<file path="config.mk">
export PLATFORM = sky130hd
export DESIGN_NAME = pulse_interval_monitor
export DESIGN_NICKNAME = d
export VERILOG_FILES = /design/src/rtl/pulse_interval_monitor.sv
export SDC_FILE = /design/constraint.sdc
export NUM_CORES = 1
export LEC_CHECK = 0
export ABC_CLOCK_PERIOD_IN_PS = 3700
export CORE_UTILIZATION = 60
export CTS_BUF_LIST = sky130_fd_sc_hd__clkbuf_2 sky130_fd_sc_hd__clkbuf_4 sky130_fd_sc_hd__clkbuf_8
export CTS_CLUSTER_SIZE = 16
export DETAILED_ROUTE_END_ITERATION = 12
export DONT_BUFFER_PORTS = 1
export GPL_ROUTABILITY_DRIVEN = 1
export GPL_TIMING_DRIVEN = 0
export PLACE_DENSITY = 0.76
export SYNTH_ARGS = -nofsm -noshare
export SYNTH_HDL_FRONTEND = slang
export SYNTH_SLANG_ARGS = --single-unit
</file>
<file path="constraint.sdc">
create_clock -name clk -period 3.7 [get_ports clk]
set_input_delay 1.11 -clock clk [delete_from_list [all_inputs] [get_ports clk]]
set_output_delay 1.11 -clock clk [all_outputs]
set_load 0.1 [all_outputs]
</file>
<file path="src/rtl/pulse_interval_monitor.sv">
// ---------------------------------------------------------------------------
// pulse_interval_monitor
//
// Receive-side checker for a periodic single-cycle pulse train generated in
// the same clock domain. It measures the number of cycles between rising
// edges of pulse_in and compares each measurement against
// EXPECTED_INTERVAL +/- TOLERANCE. After LOCK_COUNT consecutive in-window
// intervals it reports lock. Out-of-window intervals and missing pulses
// raise one-cycle error strobes and drop lock.
//
// Ports:
//   clk            in   system clock, rising edge
//   reset_n        in   asynchronous active-low reset
//   enable         in   monitor enable; low forces IDLE and clears lock
//   pulse_in       in   pulse train under test, synchronous to clk
//   edge_seen      out  one-cycle strobe per detected rising edge
//   interval       out  cycles between the last two edges (holds between)
//   interval_valid out  one-cycle strobe: interval was updated
//   window_err     out  one-cycle strobe: interval outside the window
//   timeout_err    out  one-cycle strobe: no edge within EXP+TOL+1 cycles
//   locked         out  level: LOCK_COUNT good intervals, no error since
//
// All outputs are registered, so every strobe appears the cycle after
// pulse_in is first sampled high.
// ---------------------------------------------------------------------------
module pulse_interval_monitor #(
    parameter int EXPECTED_INTERVAL = 10,
    parameter int TOLERANCE         = 1,
    parameter int LOCK_COUNT        = 4,
    localparam int CW = $clog2(EXPECTED_INTERVAL + TOLERANCE + 2)
) (
    input  logic          clk,
    input  logic          reset_n,
    input  logic          enable,
    input  logic          pulse_in,
    output logic          edge_seen,
    output logic [CW-1:0] interval,
    output logic          interval_valid,
    output logic          window_err,
    output logic          timeout_err,
    output logic          locked
);

    localparam int WIN_LO  = EXPECTED_INTERVAL - TOLERANCE;
    localparam int WIN_HI  = EXPECTED_INTERVAL + TOLERANCE;
    localparam int MAX_CNT = EXPECTED_INTERVAL + TOLERANCE + 1;
    localparam int GW      = $clog2(LOCK_COUNT + 1);

    typedef enum logic [1:0] {
        IDLE    = 2'd0,
        ACQUIRE = 2'd1,
        LOCKED  = 2'd2
    } state_t;

    state_t          state_q, state_d;
    logic            p_q, p_d;
    logic [CW-1:0]   cnt_q, cnt_d;
    logic [GW-1:0]   good_q, good_d;
    logic [CW-1:0]   interval_q, interval_d;
    logic            edge_seen_q, edge_seen_d;
    logic            interval_valid_q, interval_valid_d;
    logic            window_err_q, window_err_d;
    logic            timeout_err_q, timeout_err_d;
    logic            locked_q, locked_d;

    logic            edge_det;
    logic            in_window;

    assign edge_det  = pulse_in & ~p_q;
    assign in_window = (cnt_q >= CW'(WIN_LO)) && (cnt_q <= CW'(WIN_HI));

    always_comb begin
        state_d          = state_q;
        p_d              = pulse_in;   // tracks the input even while disabled
        cnt_d            = cnt_q;
        good_d           = good_q;
        interval_d       = interval_q;
        edge_seen_d      = 1'b0;
        interval_valid_d = 1'b0;
        window_err_d     = 1'b0;
        timeout_err_d    = 1'b0;

        if (!enable) begin
            state_d = IDLE;
            cnt_d   = '0;
            good_d  = '0;
        end else begin
            case (state_q)
                IDLE: begin
                    if (edge_det) begin
                        // Reference edge only: starts measurement, no interval.
                        state_d     = ACQUIRE;
                        edge_seen_d = 1'b1;
                        cnt_d       = CW'(1);
                        good_d      = '0;
                    end else begin
                        cnt_d = '0;
                    end
                end
                default: begin
                    if (edge_det) begin
                        // An edge always beats a coincident timeout; the
                        // saturated count then lands outside the window.
                        edge_seen_d      = 1'b1;
                        interval_valid_d = 1'b1;
                        interval_d       = cnt_q;
                        cnt_d            = CW'(1);
                        if (in_window) begin
                            if (good_q >= GW'(LOCK_COUNT - 1)) begin
                                good_d  = GW'(LOCK_COUNT);
                                state_d = LOCKED;
                            end else begin
                                good_d = good_q + GW'(1);
                            end
                        end else begin
                            window_err_d = 1'b1;
                            good_d       = '0;
                            state_d      = ACQUIRE;
                        end
                    end else if (cnt_q == CW'(MAX_CNT)) begin
                        timeout_err_d = 1'b1;
                        state_d       = IDLE;
                        good_d        = '0;
                        cnt_d         = '0;
                    end else begin
                        // The count never passes MAX_CNT: reaching it
                        // without an edge takes the timeout branch above.
                        cnt_d = cnt_q + CW'(1);
                    end
                end
            endcase
        end

        locked_d = (state_d == LOCKED);
    end

    always_ff @(posedge clk or negedge reset_n) begin
        if (!reset_n) begin
            state_q          <= IDLE;
            p_q              <= 1'b0;
            cnt_q            <= '0;
            good_q           <= '0;
            interval_q       <= '0;
            edge_seen_q      <= 1'b0;
            interval_valid_q <= 1'b0;
            window_err_q     <= 1'b0;
            timeout_err_q    <= 1'b0;
            locked_q         <= 1'b0;
        end else begin
            state_q          <= state_d;
            p_q              <= p_d;
            cnt_q            <= cnt_d;
            good_q           <= good_d;
            interval_q       <= interval_d;
            edge_seen_q      <= edge_seen_d;
            interval_valid_q <= interval_valid_d;
            window_err_q     <= window_err_d;
            timeout_err_q    <= timeout_err_d;
            locked_q         <= locked_d;
        end
    end

    assign edge_seen      = edge_seen_q;
    assign interval       = interval_q;
    assign interval_valid = interval_valid_q;
    assign window_err     = window_err_q;
    assign timeout_err    = timeout_err_q;
    assign locked         = locked_q;

endmodule

</file>
==> reports/results.ini, run 1 <==
[cells_and_area]
nFillCells=106
area_growth_syn_to_layout_pct=5.29
final_nets=87
antenna_cells=0
drive_gt1_share_pct=19.5
final_core_util_pct=69.0
final_cell_count_no_fill=92

[yosys]
synthAdderAreaFrac_pct=7.15
synth_top_family_by_area=simple AND/OR/NAND/NOR gates
synth_area_per_cell_um2=12.0
synthesis.area_um2=875
ys_seq_area_share_pct=54.4
synth_simple_gate_area_share_pct=18.6
syn_inst=73
ys_types=31
synth-xor-area-share_pct=2.00
synth_mux_area_share_pct=5.15
ys_seq_elements=19
yosys_warnings=0
synth_fp_nets=82
synth_compound_area_share_pct=10.9

[critical_path]
path_class=reg -> out
start_kind=flop
worst-r2r-cell-count=6
end_kind=output pin
r2r_slack_ns=1.99
crit_cells=0
arrival_ns=1.25
cp_max_fo=2
required_ns=2.59

[global_routing]
grt_max_degree=20
overflow=0
grt_pass1_wl_um=2230
grt_use_total_pct=21.7
grt_pass1_vias=490
antenna_found_initial=0

[cts]
clkSlewWorstSetupHoldPaths_ns=0.10
ctsHoldBuffers=0
cts_tree=built
htreeDepth=1
post_cts_buffers=0
clockRootBuffer=clkbuf_4
cts_made_buffers=3
clk_latency_ns=0.30
max-clock-path-buffers=2
numClockSinks=19
ctsResizeCount=0

[run]
maxCapViolCount=0

[die]
placementRows=13
die_h_um=40.2
start_util_pct=65.6
die_area_mm2=0.00161
fp.coreArea_mm2=0.00133
ios=13
die_w_um=40.2

[timing]
setup_tns_ns=0
slew_headroom_pct=40.0
worstMarginPinSlew_ns=0.899
setup_violations=0
clock_skew_ns=0.00321
fmax_ghz=0.424
finalMaxSlewViolations=0
hold_violations=0
rsz0062_at_grt=false
min_period_over_period_pct=63.7
finalCriticalPeriod_ns=2.36

[worst_hold_path]
hold_path.class=in -> async

[outcome]
status=finished clean

[route]
avgRoutedWirePerCell_um=14.6
via_per_inst=6.18
drt-initial-drc-count=34
first_pass_iters=4
remaining_drc_errors=0
routed_wl_um=1340
num_vias=569
ant_nets=0

[power]
power_leakage_nw=0.438
finalPower_w=0.000357
power.density_mw_per_mm2=387
ir_worst_vdd_mv=0.224

[placed_design]
dpl.hpwl_um=971
gp_congestion=0.862
placedCellCount=88
portBuffers=0

-- state kept, by name, summed over array words and instances, names as in the netlist --
register        count
p_q                 1
locked              1
interval            4
interval_valid      1
good_q              3
window_err          1
edge_seen           1
timeout_err         1
state_q             2
cnt_q               4
-- cell type report --
class	instances	area (µm²)	area share, %
clock buffers	3	22.5	2.45
multi-input cells	50	383	41.6
inverters	3	11.3	1.22
clock inverters	1	5.00	0.543
plain buffers	1	5.00	0.543
flip-flops and latches	19	475	51.6
well taps	15	18.8	2.04
-- metrics by stage --
stage               hold WS (ns)  area [µm²]  worst slack [ns]
finish                     0.489         921              1.34
global route               0.470         921              1.30
CTS                        0.492         921              1.34
detailed placement         0.562         893              1.67
global placement           0.524         893              1.68
floorplan                  0.510         875              1.70
-- logic make-up (layout without fill, tap and decap cells) --
family | count (synthesis) | after routing
adder cells (fa/ha/maj) | 5 | 5
buffers and inverters | 4 | 8
AO/OA/AOI/OAI | 11 | 11
XOR/XNOR | 2 | 2
flip-flops | 19 | 19
AND/OR/NAND/NOR | 28 | 28
multiplexers | 4 | 4
-- report_power, final --
group | total (W) | switching [W] | internal (W) | leakage [nW]
combinational | 0.0000178 | 0.0000103 | 0.00000755 | 0.160
sequential | 0.000236 | 0.0000241 | 0.000212 | 0.260
clock | 0.000103 | 0.0000625 | 0.0000403 | 0.0177
-- per-layer routing --
layer	vias to the layer above	track usage, %	routed length, µm
met5	-	0	0
met4	0	10.0	27
met3	4	7.22	67
met2	23	32.3	623
met1	276	28.4	625
li1	266	-	-
-- path summary, 6_finish.rpt --
kind / from / to
worst max-delay path: interval[2]$_DFFE_PN0P_ / interval[2]
worst min-delay path: reset_n / cnt_q[2]$_DFF_PN0_
worst max register to register: good_q[0]$_DFFE_PN0P_ / locked$_DFF_PN0_
worst min register to register: cnt_q[1]$_DFF_PN0_ / interval[1]$_DFFE_PN0P_
max in group asynchronous: reset_n / cnt_q[1]$_DFF_PN0_
min in group clk: cnt_q[1]$_DFF_PN0_ / interval[1]$_DFFE_PN0P_
-- cell usage in the layout (no fill, tap or decap), drive strengths merged, types with 2 or more instances in the layout --
| cell type | synthesis | final |
|---|---|---|
| nand2b | 2 | 2 |
| inv | 3 | 3 |
| a31oi | 2 | 2 |
| ha | 5 | 5 |
| mux2 | 4 | 4 |
| dfrtp | 19 | 19 |
| nor3 | 2 | 2 |
| and2 | 3 | 3 |
| nand3 | 3 | 3 |
| o21ai | 2 | 2 |
| and3 | 2 | 2 |
| clkbuf | 0 | 3 |
| nand2 | 4 | 4 |
| nor2b | 2 | 2 |
| nor2 | 7 | 7 |
| a22o | 2 | 2 |
-- cell usage after synthesis --
| library cell | n | area (µm²) |
|---|---|---|
| a21boi_0 | 1 | 7.51 |
| nand2b_1 | 2 | 12.5 |
| a21oi_1 | 1 | 5.00 |
| inv_1 | 3 | 11.3 |
| nor3_2 | 1 | 10.0 |
| o21ai_2 | 1 | 8.76 |
| a31oi_2 | 1 | 12.5 |
| nand3_2 | 1 | 10.0 |
| a22o_1 | 2 | 17.5 |
| nand3_1 | 2 | 10.0 |
| a31oi_1 | 1 | 6.26 |
| nand4b_1 | 1 | 8.76 |
| xor2_1 | 1 | 8.76 |
| nand4_1 | 1 | 6.26 |
| and2_1 | 3 | 18.8 |
| a32o_1 | 1 | 10.0 |
| o21ai_0 | 1 | 5.00 |
| nand2_1 | 4 | 15.0 |
| mux2_2 | 4 | 45.0 |
| xnor2_1 | 1 | 8.76 |
| buf_2 | 1 | 5.00 |
| ha_1 | 5 | 62.6 |
| and2b_1 | 1 | 7.51 |
| nor3_1 | 1 | 5.00 |
| nor2_4 | 1 | 11.3 |
| o211a_1 | 1 | 10.0 |
| nor2_1 | 6 | 22.5 |
| a211oi_2 | 1 | 12.5 |
| nor2b_1 | 2 | 12.5 |
| dfrtp_1 | 19 | 475 |
| and3_1 | 2 | 12.5 |
(Power assumes the default switching activity.)
==> run 2, diff against run 1 <==
- ABC_CLOCK_PERIOD_IN_PS: 3700 -> 2300
- clock period: 3.7 -> 2.3 ns (I/O delays scaled with it)
==> results of run 2 <==
The final DEF is identical to that of run 1. Status: finished clean.
Main changes from that run: setup slack after placement 1.67 ns -> 0.613 ns; setup slack after layout 1.34 ns -> 0.361 ns; hold slack 0.489 ns -> 0.0694 ns; register-to-register setup slack 1.99 ns -> 0.59 ns; total power 0.000357 W -> 0.000574 W; worst IR drop on VDD 0.224 mV -> 0.360 mV
